## src/rtl/expr_pkg.sv

```systemverilog
// rtl/expr_pkg.sv - shared constants, state encodings and character classes for the expression arbiter
package expr_pkg;

  localparam logic [7:0] ZERO = 8'h30;
  localparam logic [7:0] NINE = 8'h39;
  localparam logic [7:0] PLUS = 8'h2B;
  localparam logic [7:0] STAR = 8'h2A;
  localparam logic [7:0] EQ   = 8'h3D;

  typedef enum logic [1:0] {
    S_IDLE   = 2'd0,
    S_STREAM = 2'd1,
    S_DONE   = 2'd2
  } top_state_t;

  typedef enum logic [1:0] {
    EXP_D  = 2'd0,
    AFT_D  = 2'd1,
    AFT_OP = 2'd2,
    ERR    = 2'd3
  } rec_state_t;

  function automatic logic is_digit(input logic [7:0] c);
    return (c >= ZERO) && (c <= NINE);
  endfunction

  function automatic logic is_op(input logic [7:0] c);
    return (c == PLUS) || (c == STAR);
  endfunction

endpackage

```

## src/rtl/expr_check_core.sv

```systemverilog
// rtl/expr_check_core.sv - digit/operator alternation recognizer with sticky error state
module expr_check_core
  import expr_pkg::*;
(
  input  logic       clk,
  input  logic       clr,
  input  logic       start,
  input  logic       en,
  input  logic [7:0] ch,
  output logic [1:0] state
);

  rec_state_t st, st_nx;

  always_ff @(posedge clk or posedge clr) begin
    if (clr) st <= EXP_D;
    else     st <= st_nx;
  end

  always_comb begin
    st_nx = st;
    if (start) begin
      st_nx = EXP_D;
    end else if (en) begin
      case (st)
        EXP_D:   st_nx = is_digit(ch) ? AFT_D : ERR;
        AFT_D:   st_nx = is_op(ch) ? AFT_OP : ERR;
        AFT_OP:  st_nx = is_digit(ch) ? AFT_D : ERR;
        default: st_nx = ERR;
      endcase
    end
  end

  assign state = st;

endmodule

```

## src/rtl/expr_stream_arbiter.sv

```systemverilog
// rtl/expr_stream_arbiter.sv - round-robin arbiter granting whole expressions to one shared recognizer
module expr_stream_arbiter
  import expr_pkg::*;
#(
  parameter int          NREQ    = 2,
  parameter int          MAXLEN  = 64,
  parameter int          TIMEOUT = 255,
  parameter logic [7:0]  TERM    = EQ
) (
  input  logic              clk,
  input  logic              clr,
  input  logic [NREQ-1:0]   req_valid,
  input  logic [8*NREQ-1:0] req_data,
  output logic [NREQ-1:0]   req_ready,
  output logic              busy,
  output logic              res_valid,
  output logic              res_ok,
  output logic              res_tmo,
  output logic [2:0]        res_src,
  output logic [6:0]        res_len
);

  localparam logic [3:0] NREQ4    = 4'(NREQ);
  localparam logic [7:0] MAXLEN_L = 8'(MAXLEN);
  localparam logic [7:0] TMO_LAST = 8'(TIMEOUT - 1);

  top_state_t state, state_nx;
  logic [2:0] rr_ptr;
  logic [2:0] grant;
  logic [6:0] len;
  logic [7:0] tmo_cnt;
  logic [1:0] rec_state;

  logic       found;
  logic [2:0] pick;
  logic [3:0] rr_idx;
  logic       gvalid;
  logic [7:0] gdata;
  logic       xfer;
  logic       is_term;
  logic       tmo_hit;
  logic       rec_start;
  logic       rec_en;

  // Round-robin search: first valid source at or after rr_ptr, wrapping at NREQ.
  always_comb begin
    found  = 1'b0;
    pick   = 3'd0;
    rr_idx = 4'd0;
    for (int k = 0; k < NREQ; k++) begin
      rr_idx = {1'b0, rr_ptr} + 4'(k);
      if (rr_idx >= NREQ4) rr_idx = rr_idx - NREQ4;
      for (int j = 0; j < NREQ; j++) begin
        if (!found && rr_idx == 4'(j) && req_valid[j]) begin
          found = 1'b1;
          pick  = 3'(j);
        end
      end
    end
  end

  always_comb begin
    gvalid = 1'b0;
    gdata  = 8'h00;
    for (int i = 0; i < NREQ; i++) begin
      if (grant == 3'(i)) begin
        gvalid = req_valid[i];
        gdata  = req_data[8*i +: 8];
      end
    end
  end

  assign xfer      = (state == S_STREAM) && gvalid;
  assign is_term   = (gdata == TERM);
  assign tmo_hit   = (state == S_STREAM) && !gvalid && (tmo_cnt == TMO_LAST);
  assign rec_start = (state == S_IDLE) && found;
  assign rec_en    = xfer && !is_term;

  always_ff @(posedge clk or posedge clr) begin
    if (clr) state <= S_IDLE;
    else     state <= state_nx;
  end

  always_comb begin
    state_nx  = state;
    req_ready = '0;
    busy      = 1'b0;
    res_valid = 1'b0;
    case (state)
      S_IDLE: begin
        if (found) state_nx = S_STREAM;
      end
      S_STREAM: begin
        busy = 1'b1;
        for (int i = 0; i < NREQ; i++) req_ready[i] = (grant == 3'(i));
        if ((xfer && is_term) || tmo_hit) state_nx = S_DONE;
      end
      S_DONE: begin
        res_valid = 1'b1;
        state_nx  = S_IDLE;
      end
      default: state_nx = S_IDLE;
    endcase
  end

  // Result fields are loaded on the way into DONE and then held until the next expression ends.
  always_ff @(posedge clk or posedge clr) begin
    if (clr) begin
      rr_ptr  <= 3'd0;
      grant   <= 3'd0;
      len     <= 7'd0;
      tmo_cnt <= 8'd0;
      res_ok  <= 1'b0;
      res_tmo <= 1'b0;
      res_src <= 3'd0;
      res_len <= 7'd0;
    end else begin
      case (state)
        S_IDLE: begin
          if (found) begin
            grant   <= pick;
            len     <= 7'd0;
            tmo_cnt <= 8'd0;
          end
        end
        S_STREAM: begin
          if (xfer) begin
            tmo_cnt <= 8'd0;
            if (is_term) begin
              res_ok  <= (rec_state == AFT_D) && ({1'b0, len} <= MAXLEN_L);
              res_tmo <= 1'b0;
              res_src <= grant;
              res_len <= len;
            end else if (len != 7'h7F) begin
              len <= len + 7'd1;
            end
          end else begin
            tmo_cnt <= tmo_cnt + 8'd1;
            if (tmo_hit) begin
              res_ok  <= 1'b0;
              res_tmo <= 1'b1;
              res_src <= grant;
              res_len <= len;
            end
          end
        end
        S_DONE: begin
          rr_ptr <= (grant == 3'(NREQ - 1)) ? 3'd0 : grant + 3'd1;
        end
        default: ;
      endcase
    end
  end

  expr_check_core u_core (
    .clk   (clk),
    .clr   (clr),
    .start (rec_start),
    .en    (rec_en),
    .ch    (gdata),
    .state (rec_state)
  );

endmodule

```

## config.mk

```make
export PLATFORM = sky130hd
export DESIGN_NAME = expr_stream_arbiter
export DESIGN_NICKNAME = d
export VERILOG_FILES = /design/src/rtl/expr_pkg.sv /design/src/rtl/expr_check_core.sv /design/src/rtl/expr_stream_arbiter.sv
export SDC_FILE = /design/constraint.sdc
export NUM_CORES = 1
export LEC_CHECK = 0
export BUFFER_PORTS_ARGS = -buffer_cell sky130_fd_sc_hd__buf_4
export CAP_MARGIN = 15
export CORE_MARGIN = 5
export CORE_UTILIZATION = 57
export DETAILED_ROUTE_END_ITERATION = 8
export GPL_ROUTABILITY_DRIVEN = 0
export PLACE_DENSITY = 0.89
export SYNTH_ARGS = -nofsm -noshare
export SYNTH_HDL_FRONTEND = slang
export SYNTH_SLANG_ARGS = --single-unit
```

## constraint.sdc

```tcl
create_clock -name clk -period 4.8 [get_ports clk]
set_input_delay 0.96 -clock clk [delete_from_list [all_inputs] [get_ports clk]]
set_output_delay 0.96 -clock clk [all_outputs]
set_load 0.005 [all_outputs]
```

======== Word level (Yosys, flattened, before mapping) ========
Cells that the tools add are included.
storage, ports and cells
  RAM bits ................................ 0
  memories kept ........................... 0
  word-level logic and storage cells ...... 120
  bits in registers ....................... 37
  latch bits .............................. 0
  memory bits (read-only) ................. 0
  output and inout port bits .............. 16
cells by class
  bitwise gates (word level) .............. 0
  add/subtract/negate cells ............... 6
  divide/modulo/power cells ............... 0
  $mul .................................... 0
  eq/ne operators ......................... 18
  reduce and logical (&&, ||, !) cells .... 36
  order comparisons ....................... 5
  shift-type cells ........................ 0
  mux-type cells .......................... 45
operators with widths
  kind                   count
  $mux W7                7
  $mux W8                4
  $eq A8 B6 Y1 const B   3
  $mux W3                6
  $mux W1                16
  $pmux W8 S2            1
  $logic_and A1 B1 Y1    15
  $pmux W7 S2            1
  $mux W2                6
  $add A8 B1 Y8 const B  1
  $eq A4 B1 Y1 const B   2
  $eq A8 B8 Y1 const B   1
  $ge A8 B6 Y1 const B   1
  $le A8 B6 Y1 const B   1
  $logic_not A4 Y1       2
  $mux W4                2
  $pmux W2 S2            2
  $add A7 B1 Y7 const B  1
  $le A7 B7 Y1 const B   1
  $ne A7 B7 Y1 const B   1
  $ne A2 B1 Y1 const B   3
  $ne A2 B2 Y1 const B   3
  $reduce_and A2 Y1      3
  $reduce_bool A2 Y1     3
  other kinds (16)       24

======== Depth between registers and ports, before layout ========
Gate-level depths: netlist of run 1.
  depth in word-level cells ............... 19
  depth in mapped cells ................... 7
  depth with buffers taken out ............ 6

======== Cells and area by module ========
From an unflattened synthesis of run 1, not the netlist that was laid out.
unflattened totals
  cells, all modules ...................... 175
  area, all modules ....................... 1725.4 um2
by module, submodules not included
  module               instances  area an instance (um2)  sequential area each (um2)  cells each
  expr_stream_arbiter  1          1609.0                  725.7                       163
  expr_check_core      1          116.4                   50.0                        12

======== Least setup slack after synthesis of run 1 ========
No wires, ideal clock.
  path type ............................... input to register
  start point ............................. input req_data[14]
  end point ............................... register res_len[0]
  data arrival time ....................... 2.346 ns
  buffers on the path ..................... 1
  path slack .............................. 2.329 ns
  stages on the path ...................... 5
  required time ........................... 4.675 ns
  path through ............................ or4bb_1 a21oi_4 a31oi_4 buf_6 mux2_4
between the ends
  longest elaborated chain between the ends .. 4
RTL lines
  item                         RTL line                    RTL
  start: declaration           expr_stream_arbiter.sv:13   input logic [8*NREQ-1:0] req_data,
  $mux W8                      expr_stream_arbiter.sv:66   if (grant == 3'(i)) begin
  $eq A8 B6 Y1                 expr_stream_arbiter.sv:74   assign is_term = (gdata == TERM);
  $ne A2 B1 Y1 (no line)       n/a
  $reduce_and A3 Y1 (no line)  n/a
  end signal: assignment       expr_stream_arbiter.sv:133  res_len <= len;
  end signal: assignment       expr_stream_arbiter.sv:143  res_len <= len;
  end: declaration             expr_stream_arbiter.sv:20   output logic [6:0] res_len
No other way between the ends.
A chain may end at the register's enable or synchronous reset.

======== Worst setup path after layout of run 1 ========
  start point ............................. register state[0]
  end point ............................... output req_ready[1]
between the ends
  longest elaborated chain between the ends .. 2
RTL lines
  item                      RTL line                   RTL
  start: declaration        expr_stream_arbiter.sv:27  top_state_t state, state_nx;
  start signal: assignment  expr_stream_arbiter.sv:81  else state <= state_nx;
  $eq A2 B1 Y1              expr_stream_arbiter.sv:89  case (state)
  $mux W2                   expr_stream_arbiter.sv:89
  end: declaration          expr_stream_arbiter.sv:14  output logic [NREQ-1:0] req_ready,
No other way between the ends.

==> impl_results.rst, run 1 <==
.. list-table::
   :header-rows: 1

   * - Metric
     - Value
   * - Max-slew headroom at the worst pin
     - 0.352
   * - Maximum clock path buffer count
     - 2
   * - Final-report max-slew violation count
     - 0
   * - Synth Register Bits
     - 31
   * - Number of enable flip-flop cells after synthesis
     - 0
   * - Average vias per placed instance
     - 5.94
   * - Cell area after synthesis
     - about 1700 µm²
   * - Worst Hold Path EP
     - res_tmo$_DFFE_PP0P_
   * - Remaining Overflow, GRT
     - 0
   * - Wirelength, routed
     - 3.83 mm
   * - Sequential cell area fraction in the yosys report
     - 0.444
   * - DR WL/cell
     - 15.8 µm
   * - Worst skew pair latency
     - 330 ps
   * - Number of clock buffers inserted by TritonCTS
     - 5
   * - Buffers inserted during post-CTS setup optimization
     - 0
   * - Overall power consumption
     - between 700 and 800 µW
   * - Yosys warnings
     - 0
   * - Crit Path Category
     - reg2out
   * - DRC viols
     - 0
   * - Half-perimeter wire length after detailed placement
     - 2.80 mm
   * - Sink count of the clock tree
     - 31
   * - Final critical-path required period
     - 2450 ps
   * - Worst reg2reg path endpoint
     - res_len[2]$_DFFE_PP0P_
   * - Critical path data required time
     - ~3800 ps
   * - Die Footprint
     - 4270 µm²
   * - Via count of the first global-routing pass
     - 1,436
   * - First-pass GRT wire length
     - 6.49 mm
   * - H-tree levels
     - 2
   * - Die X-Extent
     - approximately 65 µm
   * - Final period util
     - 0.511
   * - Nature of the critical path endpoint
     - primary output
   * - # diodes
     - 0
   * - Critical register-to-register path startpoint
     - grant[0]$_DFFE_PP0P_
   * - Post-synthesis cell type count
     - 45
   * - Class of the worst hold path
     - reg2reg
   * - Pin count of the biggest net entering global routing
     - 32
   * - Unrepaired setup endpoints after global routing
     - false
   * - TNS Setup
     - 0 ps
   * - Area taken by multi-input logic gates
     - 891 µm²
   * - Worst hold path stage count
     - 1
   * - Most used cells in the layout excluding fill and tap cells
     - buf_4, dfrtp_1, nand2_1
   * - Pwr dens
     - 351 nW/µm²
   * - Register-to-register path setup slack
     - roughly 2500 ps
   * - Fill cells
     - 224
   * - Number of cells produced by synthesis
     - approximately 170
   * - Core Rows
     - 20
   * - Ratio of cells with drive above 1 in the final layout
     - 0.276
   * - Outcome
     - complete, no violations
   * - Hold bufs inserted after CTS
     - 0
   * - Core Region
     - 3000 µm²
   * - Overall fraction of global-route tracks in use
     - 0.198
   * - Initial DRC count
     - 50
   * - Count of buffers from port buffering
     - 33
   * - Register area
     - 776 µm²
   * - Die height
     - 65.3 µm
   * - Reg2reg path depth
     - 4
   * - Post-layout nets
     - 233
   * - Most frequent standard cell in the layout excluding fill and tap cells
     - buf_4
   * - Antenna violations before repair
     - 0
   * - Clock tree from TritonCTS
     - built
   * - Transition time of the tightest slew-check pin
     - between 900 and 1000 ps
   * - Data arrival time of the critical path
     - 1490 ps
   * - Worst-path maximum fanout
     - 7
   * - VDD IR max
     - 220 µV
   * - Count of final hold-check violations
     - 0
   * - ANT nets after route
     - 0
   * - Clock Pin Slew Worst Setup and Hold Paths
     - 90 ps
   * - Root buf cell
     - clkbuf_4
   * - Final-report setup violation count
     - 0
   * - Critical path launch point type
     - flip-flop
   * - Leakage power total
     - 1.01 nW
   * - Setup clock skew after layout
     - 12.8 ps
   * - Count of vias placed by the detailed router
     - 1,444
   * - Total I/O pin count
     - 36
   * - Syn_area_per_cell
     - 10.2 µm²
   * - Most common flop cell mapped by yosys
     - dfrtp_1
   * - Initial Utilization
     - 0.581
   * - DRT Pass-1 Iters
     - 4
   * - Worst min-delay path startpoint
     - res_tmo$_DFFE_PP0P_
   * - Cells resized by post-CTS repair
     - 0
   * - Fraction of synthesis flops using an asynchronous set or reset pin
     - 1.00
   * - Area growth from synthesis to layout
     - 20.4%
   * - Achievable clock frequency
     - around 0.41 GHz
   * - Max_cap viols
     - 0
## cells in the mapped netlist (2+ instances only)
cell       count  area [µm²]
nand2b_1       3        18.8
ha_1           4        50.1
mux2_2         2        22.5
mux2_4         7         105
a21oi_1        9        45.0
dfrtp_1       31         776
nand3b_1       2        15.0
nor2_1         7        26.3
inv_1         11        41.3
nand2_1       20        75.1
nor3_1         3        15.0
a31oi_1        2        12.5
o21ai_0       11        55.1
mux2i_1        9        90.1
nand3_1       10        50.1
buf_6          2        22.5
nand4_1        2        12.5
and3_1         2        12.5
and2_1         3        18.8
a211oi_1       3        22.5
buf_4          2        15.0
a2111oi_0      2        17.5
or3_1          2        12.5
## sequential cells by signal, indices dropped and copies added (netlist names)
| signal | flops |
|---|---|
| u_core.state | 2 |
| res_tmo | 1 |
| res_src | 1 |
| len | 7 |
| res_len | 7 |
| grant | 1 |
| state | 2 |
| tmo_cnt | 8 |
| res_ok | 1 |
| rr_ptr | 1 |
## per-layer routing
layer / track usage / routed length [µm] / up-vias / share of wire
met2: 0.319 / 1810 / 56 / 0.47
met3: 0.0598 / 330 / 7 / 0.086
met5: 0 / 0 / - / 0
li1: - / - / 687 / -
met1: 0.236 / 1610 / 694 / 0.42
met4: 0.109 / 85 / 0 / 0.022
## worst max-delay path, stage by stage (launching register included)
cell and delay, ps:
dfrtp_1 420, nand2b_1 250, inv_1 160, and2_1 190, buf_4 130
## cell type report
cell class	count	area share
Tap cell	33	0.0197
Inverter	11	0.0197
Multi-Input combinational cell	125	0.424
Clock buffer	8	0.0328
Sequential cell	31	0.369
Timing Repair Buffer	35	0.135
## kinds of logic after synthesis
group	share of synthesized area
flip-flops	0.444
multiplexers	0.125
AO/OA/AOI/OAI	0.153
buffers and inverters	0.0473
XOR/XNOR	0.00502
other	0.00215
adder cells (fa/ha/maj)	0.0287
AND/OR/NAND/NOR	0.195
## worst max path at each step
stage / from / to / cells past startpoint
after floorplan: req_data[14] / res_len[0]$_DFFE_PP0P_ / 5
after global placement: req_data[14] / res_len[1]$_DFFE_PP0P_ / 5
after detailed placement: req_data[14] / res_len[2]$_DFFE_PP0P_ / 5
after CTS: state[0]$_DFFE_PP0P_ / req_ready[1] / 4
after global routing: state[1]$_DFFE_PP0P_ / req_ready[1] / 4
final: state[0]$_DFFE_PP0P_ / req_ready[1] / 4
## power by group
part | internal [mW] | switching [mW] | total, mW
registers | 0.303 | 0.0728 | 0.376
clock network | 0.0861 | 0.0849 | 0.171
logic | 0.0972 | 0.0936 | 0.191
## through the flow
step	util	worst slack, ps	area (µm²)	instances	hold slack, ps
2_1_floorplan	-	2330	1750	172	474
3_3_place_gp	0.665	2160	2000	233	463
3_5_place_dp	0.665	2090	2000	233	467
4_1_cts	0.688	2350	2070	241	488
5_1_grt	0.700	2250	2100	243	519
6_report	0.700	2350	2100	243	488
Power figures use the tool's default switching activity.
==> inputs of run 2 (changes only) <==
--- a/config.mk
+++ b/config.mk
@@ -8,10 +8,10 @@
 export BUFFER_PORTS_ARGS = -buffer_cell sky130_fd_sc_hd__buf_4
 export CAP_MARGIN = 15
 export CORE_MARGIN = 5
-export CORE_UTILIZATION = 57
+export CORE_UTILIZATION = 54
 export DETAILED_ROUTE_END_ITERATION = 8
 export GPL_ROUTABILITY_DRIVEN = 0
-export PLACE_DENSITY = 0.89
+export PLACE_DENSITY = 0.85
 export SYNTH_ARGS = -nofsm -noshare
 export SYNTH_HDL_FRONTEND = slang
 export SYNTH_SLANG_ARGS = --single-unit
==> constraint.sdc (replaced) <==
create_clock -name clk -period 2.3 [get_ports clk]
set_input_delay 0.46 -clock clk [delete_from_list [all_inputs] [get_ports clk]]
set_output_delay 0.46 -clock clk [all_outputs]
set_load 0.005 [all_outputs]
==> impl_results.rst, run 2 (synthesized netlist as in run 1, its figures left out) <==
.. list-table::
   :header-rows: 1

   * - Metric
     - Value
   * - TNS Setup
     - 0 ps (unchanged)
   * - Outcome
     - complete, no violations
   * - Register name with the most flops
     - tmo_cnt
   * - Critical path launch point type
     - flip-flop
   * - Count of final hold-check violations
     - 0 (unchanged)
   * - H-tree levels
     - 2 (unchanged)
   * - DR WL/cell
     - 15.0 µm (-4.8%)
   * - Wirelength, routed
     - 3.86 mm (+0.73%)
   * - CP Launch Point
     - grant[0]$_DFFE_PP0P_
   * - DRT Pass-1 Iters
     - 4 (unchanged)
   * - Register-to-register path setup slack
     - 230 ps (-2220 ps)
   * - Hold bufs inserted after CTS
     - 0 (unchanged)
   * - Maximum clock path buffer count
     - 2 (unchanged)
   * - Transition time of the tightest slew-check pin
     - 527 ps (-436 ps)
   * - Leakage power total
     - 1.01 nW (+0.75%)
   * - Most used cells in the layout excluding fill and tap cells
     - buf_4, dfrtp_1, nand2_1
   * - Critical register-to-register path startpoint
     - grant[0]$_DFFE_PP0P_
   * - Worst skew pair latency
     - 330 ps (about the same)
   * - Pin count of the biggest net entering global routing
     - 32 (unchanged)
   * - Achievable clock frequency
     - 0.483 GHz
   * - Data arrival time of the critical path
     - 2290 ps (+800 ps)
   * - Overall fraction of global-route tracks in use
     - 0.202 (+0.00347)
   * - Buffers inserted during post-CTS setup optimization
     - 0 (unchanged)
   * - Buffers plus inverters on the worst setup path
     - 0 (-2)
   * - Reg2reg path depth
     - 4 (unchanged)
   * - Class of the worst hold path
     - in2async
   * - Max stage delay on crit path
     - 500 ps (+80 ps)
   * - Area growth from synthesis to layout
     - 21.1%
   * - Worst-path maximum fanout
     - 13 (+6)
   * - Pwr dens
     - 711 nW/µm² (+100%)
   * - Ratio of cells with drive above 1 in the final layout
     - 0.296 (+0.0196)
   * - Via count of the first global-routing pass
     - 1,494 (+4.0%)
   * - Max-slew headroom at the worst pin
     - 0.640 (+0.287)
   * - Max_cap viols
     - 0 (unchanged)
   * - Clock tree from TritonCTS
     - built
   * - Most frequent standard cell in the layout excluding fill and tap cells
     - buf_4
   * - Final critical-path required period
     - about 2100 ps
   * - Final-report setup violation count
     - 0 (unchanged)
   * - Worst reg2reg path endpoint
     - res_len[3]$_DFFE_PP0P_
   * - Core Region
     - 3080 µm² (+2.5%)
   * - Final period util
     - 0.899
   * - Remaining Overflow, GRT
     - 0 (unchanged)
   * - Clock Pin Slew Worst Setup and Hold Paths
     - 90 ps (about the same)
   * - Count of buffers from port buffering
     - 33 (unchanged)
   * - Number of clock buffers inserted by TritonCTS
     - 5 (unchanged)
   * - Post-layout util
     - 0.687 (-0.0130)
   * - First-pass GRT wire length
     - 6.79 mm (+4.7%)
   * - DRC viols
     - 0 (unchanged)
   * - Initial DRC count
     - 62 (+24%)
   * - Setup clock skew after layout
     - 3.51 ps (-9.26 ps)
   * - Total I/O pin count
     - 36 (unchanged)
   * - Core Rows
     - 20 (unchanged)
   * - Final-report max-slew violation count
     - 0 (unchanged)
   * - Nature of the critical path endpoint
     - flip-flop
   * - Post-layout nets
     - 237 (+1.7%)
   * - Die height
     - 66.9 µm (+2.3%)
   * - Worst hold-check slack
     - 193 ps (-296 ps)
   * - # diodes
     - 0 (unchanged)
   * - Fill cells
     - 263 (+17%)
   * - Sink count of the clock tree
     - 31 (unchanged)
   * - Initial Utilization
     - 0.567 (-0.0142)
   * - Cell family with most CP delay
     - multiplexers
   * - VDD IR max
     - 356 µV (+62%)
   * - Critical path data required time
     - 2520 ps (-1320 ps)
   * - Max reg flops
     - 8 (unchanged)
   * - ANT nets after route
     - 0 (unchanged)
   * - Average vias per placed instance
     - 5.58 (-6.0%)
   * - Critical path, cell by cell
     - mux2_2, nor4_2, a31oi_4, mux2_4
   * - Max stage delay cell, worst path
     - nor4_2
   * - Half-perimeter wire length after detailed placement
     - 2.94 mm (+4.9%)
   * - Largest registers
     - tmo_cnt (8), len (7), res_len (7)
   * - Count of vias placed by the detailed router
     - 1,435 (-0.62%)
   * - Root buf cell
     - clkbuf_4
   * - Die Footprint
     - 4470 µm² (+4.7%)
   * - Crit Path Category
     - reg2reg
   * - Antenna violations before repair
     - 0 (unchanged)
   * - Die X-Extent
     - 66.9 µm (+2.3%)
   * - Unrepaired setup endpoints after global routing
     - false
==> run 2: report_power, final <==
part           total (mW)  switching (mW)  internal (mW)
Combinational       0.403           0.196          0.208
Clock               0.317           0.176          0.141
Sequential          0.782           0.149          0.634
==> run 2: worst min-delay path, delay by kind of cell <==
kind     cells  cell delay, ps
buf+inv      3             480
==> run 2: routing by layer <==
layer / vias up / track usage / routed length (µm)
met5: - / 0 / 0
met4: 0 / 0.0658 / 56
met3: 8 / 0.0590 / 320
met2: 50 / 0.351 / 1850
met1: 685 / 0.236 / 1640
li1: 692 / - / -
==> run 2: how the worst max path moves through the flow <==
stage,depth (start not counted),end
after CTS,4,res_len[6]$_DFFE_PP0P_
after global placement,4,res_len[6]$_DFFE_PP0P_
after global routing,4,res_len[6]$_DFFE_PP0P_
final,4,res_len[3]$_DFFE_PP0P_
after floorplan,6,res_len[0]$_DFFE_PP0P_
after detailed placement,4,res_len[6]$_DFFE_PP0P_
==> run 2: what timing repair did <==
item | CTS | global route
endpoints found under the hold margin | 0 | 0
gates resized for setup | 0 | 1
endpoints found under the setup margin | 0 | 1
==> run 2: final cells by class <==
type,count,area (µm²),area share
flip-flops and latches,31,777,0.368
clock buffers,6,51.3,0.0243
multi-input cells,125,891,0.422
inverters,11,41.3,0.0195
clock inverters,1,5.00,0.00237
repair buffers,39,293,0.139
well taps,44,55.1,0.0261
==> run 2: metrics by stage <==
| stage | cell area [µm²] | cells | setup slack (ps) | power (mW) |
|---|---|---|---|---|
| final | 2110 | 257 | 231 | 1.50 |
| after CTS | 2110 | 257 | 78.4 | 1.51 |
| after global routing | 2110 | 257 | 110 | 1.62 |
| after detailed placement | 2060 | 250 | 102 | 1.19 |
| after floorplan | 1750 | 172 | 314 | 1.04 |
| after global placement | 2060 | 250 | 187 | 1.16 |
==> inputs of run 3 (changes only) <==
--- a/config.mk
+++ b/config.mk
@@ -11,7 +11,8 @@
 export CORE_UTILIZATION = 54
 export DETAILED_ROUTE_END_ITERATION = 8
 export GPL_ROUTABILITY_DRIVEN = 0
-export PLACE_DENSITY = 0.85
+export GPL_TIMING_DRIVEN = 0
+export PLACE_DENSITY = 0.79
 export SYNTH_ARGS = -nofsm -noshare
 export SYNTH_HDL_FRONTEND = slang
 export SYNTH_SLANG_ARGS = --single-unit
==> impl_results.rst, run 3 (synthesized netlist as in run 1, its figures left out) <==
.. list-table::
   :header-rows: 1

   * - Metric
     - Value
   * - Outcome
     - complete, no violations
   * - Initial Utilization
     - 0.567 (unchanged)
   * - Die Footprint
     - 4470 µm² (unchanged)
   * - Combinational share of power
     - 0.288 (+0.020)
   * - First-pass GRT wire length
     - 6.50 mm (-4.3%)
   * - Count of buffers from port buffering
     - 33 (unchanged)
   * - Ratio of cells with drive above 1 in the final layout
     - 0.284 (-0.0121)
   * - Largest registers
     - tmo_cnt (8), len (7), res_len (7)
   * - Most used cells in the layout excluding fill and tap cells
     - buf_4, dfrtp_1, nand2_1
   * - Half-perimeter wire length after detailed placement
     - 2.89 mm (-1.4%)
   * - Wirelength, routed
     - 3.87 mm (+0.10%)
   * - Crit Path Category
     - reg2reg
   * - Worst-path maximum fanout
     - 10 (-3)
   * - Overall power consumption
     - 1.48 mW (-1.6%)
   * - Unrepaired setup endpoints after global routing
     - false
   * - Fill cells
     - 245 (-6.8%)
   * - TNS Setup
     - 0 ps (unchanged)
   * - Leakage power total
     - 1.02 nW (+0.52%)
   * - Critical path, cell by cell
     - buf_6, or4b_4, a21oi_4, a31oi_4, buf_6, mux2_4
   * - Final period util
     - 0.927 (+0.0274)
   * - Most frequent standard cell in the layout excluding fill and tap cells
     - buf_4
   * - Cells resized by post-CTS repair
     - 0 (unchanged)
   * - Number of clock buffers inserted by TritonCTS
     - 5 (unchanged)
   * - Final-report setup violation count
     - 0 (unchanged)
   * - Setup clock skew after layout
     - 8.05 ps (+4.54 ps)
   * - Initial DRC count
     - 95 (+53%)
   * - Pwr dens
     - 693 nW/µm² (-2.5%)
   * - Nature of the critical path endpoint
     - flip-flop
   * - Cell family with most CP delay
     - simple AND/OR/NAND/NOR gates
   * - Total I/O pin count
     - 36 (unchanged)
   * - Achievable clock frequency
     - 0.469 GHz (-3.0%)
   * - Critical register-to-register path startpoint
     - grant[0]$_DFFE_PP0P_
   * - DRC viols
     - 0 (unchanged)
   * - Max_cap viols
     - 0 (unchanged)
   * - Hold bufs inserted after CTS
     - 0 (unchanged)
   * - Final critical-path required period
     - 2130 ps (+63.0 ps)
   * - Overall fraction of global-route tracks in use
     - 0.194 (-0.00787)
   * - Clock tree from TritonCTS
     - built
   * - Cell occurring most often along the worst timing path
     - buf_6
   * - Root buf cell
     - clkbuf_4
   * - Transition time of the tightest slew-check pin
     - 992 ps (+465 ps)
   * - Die height
     - 66.9 µm (unchanged)
   * - Buffers plus inverters on the worst setup path
     - 2 (+2)
   * - Die X-Extent
     - 66.9 µm (unchanged)
   * - ANT nets after route
     - 0 (unchanged)
   * - Max reg flops
     - 8 (unchanged)
   * - Post-layout nets
     - 238 (+0.42%)
   * - Antenna violations before repair
     - 0 (unchanged)
   * - Max-slew headroom at the worst pin
     - 0.333 (-0.307)
   * - Count of final hold-check violations
     - 0 (unchanged)
   * - Buffers inserted during post-CTS setup optimization
     - 0 (unchanged)
   * - Net Sw Frac
     - 0.346 (about the same)
   * - Worst reg2reg path endpoint
     - res_len[3]$_DFFE_PP0P_
   * - Clock Pin Slew Worst Setup and Hold Paths
     - 90 ps (about the same)
   * - Register-to-register path setup slack
     - 170 ps (-60 ps)
   * - Data arrival time of the critical path
     - 2350 ps (+60 ps)
   * - Register name with the most flops
     - tmo_cnt
   * - Design internal power
     - 968 µW (-1.5%)
   * - Core Rows
     - 20 (unchanged)
   * - Via count of the first global-routing pass
     - 1,442 (-3.5%)
   * - Maximum clock path buffer count
     - 2 (unchanged)
   * - Final-report max-slew violation count
     - 0 (unchanged)
   * - Part of the total power dissipated in sequential elements
     - 0.515 (-0.006)
   * - Critical path launch point type
     - flip-flop
   * - Critical path data required time
     - 2510 ps (about the same)
   * - Sink count of the clock tree
     - 31 (unchanged)
   * - Count of vias placed by the detailed router
     - 1,429 (-0.42%)
   * - H-tree levels
     - 2 (unchanged)
   * - Reg2reg path depth
     - 6 (+2)
   * - Core Region
     - 3080 µm² (unchanged)
   * - Portion of total power attributed to the clock network
     - 0.197 (-0.014)
   * - Max stage delay cell, worst path
     - or4b_4
   * - Class of the worst hold path
     - in2async
   * - DRT Pass-1 Iters
     - 4 (unchanged)
   * - Net switching power of the design
     - 512 µW (-1.6%)
   * - VDD IR max
     - 411 µV (+15%)
   * - Average vias per placed instance
     - 5.52 (-1.2%)
   * - Pin count of the biggest net entering global routing
     - 32 (unchanged)
   * - Max stage delay on crit path
     - 560 ps (+60 ps)
   * - Area growth from synthesis to layout
     - 22.3%
   * - Post-layout util
     - 0.693 (+0.00691)
   * - DR WL/cell
     - 14.9 µm (-0.67%)
   * - Worst skew pair latency
     - 330 ps (about the same)
   * - # diodes
     - 0 (unchanged)
   * - Remaining Overflow, GRT
     - 0 (unchanged)
[run 3: area by class of cell]
cell class / instances / area (µm²) / share of cell area
multi-input cells: 125 / 891 / 0.417
plain buffers: 5 / 41.3 / 0.0193
flip-flops and latches: 31 / 776 / 0.363
clock buffers: 7 / 45.0 / 0.0211
clock inverters: 1 / 5.00 / 0.00234
inverters: 11 / 41.3 / 0.0193
well taps: 44 / 55.1 / 0.0258
repair buffers: 35 / 280 / 0.131
[run 3: routing by layer]
metal / GRT usage / routed length (µm) / part of all wire / vias up
met3: 0.0607 / 332 / 0.086 / 8
met2: 0.322 / 1820 / 0.47 / 56
met4: 0.0835 / 77 / 0.020 / 0
li1: - / - / - / 700
met5: 0 / 0 / 0 / -
met1: 0.229 / 1640 / 0.42 / 665
[run 3: worst max path at each step]
stage	start	end	slack [ps]	depth (start not counted)
floorplan	grant[0]$_DFFE_PP0P_	res_len[0]$_DFFE_PP0P_	310	6
global placement	req_data[14]	res_len[1]$_DFFE_PP0P_	120	6
detailed placement	req_data[14]	res_len[0]$_DFFE_PP0P_	90	6
CTS	grant[0]$_DFFE_PP0P_	res_len[4]$_DFFE_PP0P_	160	6
global route	grant[0]$_DFFE_PP0P_	res_len[2]$_DFFE_PP0P_	80	6
finish	grant[0]$_DFFE_PP0P_	res_len[3]$_DFFE_PP0P_	170	6
[run 3: stage by stage]
step	hold slack (ps)	area, µm²	instances	setup slack (ps)
after floorplan	474	1750	172	314
after global placement	462	2050	249	116
after detailed placement	477	2050	249	87.5
after CTS	325	2100	257	161
after global routing	98.8	2130	259	78.0
final	88.5	2130	259	168
[run 3: power by group through the flow]
stage	Sequential (mW)	Combinational [mW]	Clock, mW
after floorplan	0.737	0.299	0
after global placement	0.761	0.399	0
after detailed placement	0.769	0.417	0
after CTS	0.760	0.419	0.308
after global routing	0.786	0.483	0.332
final	0.762	0.426	0.292
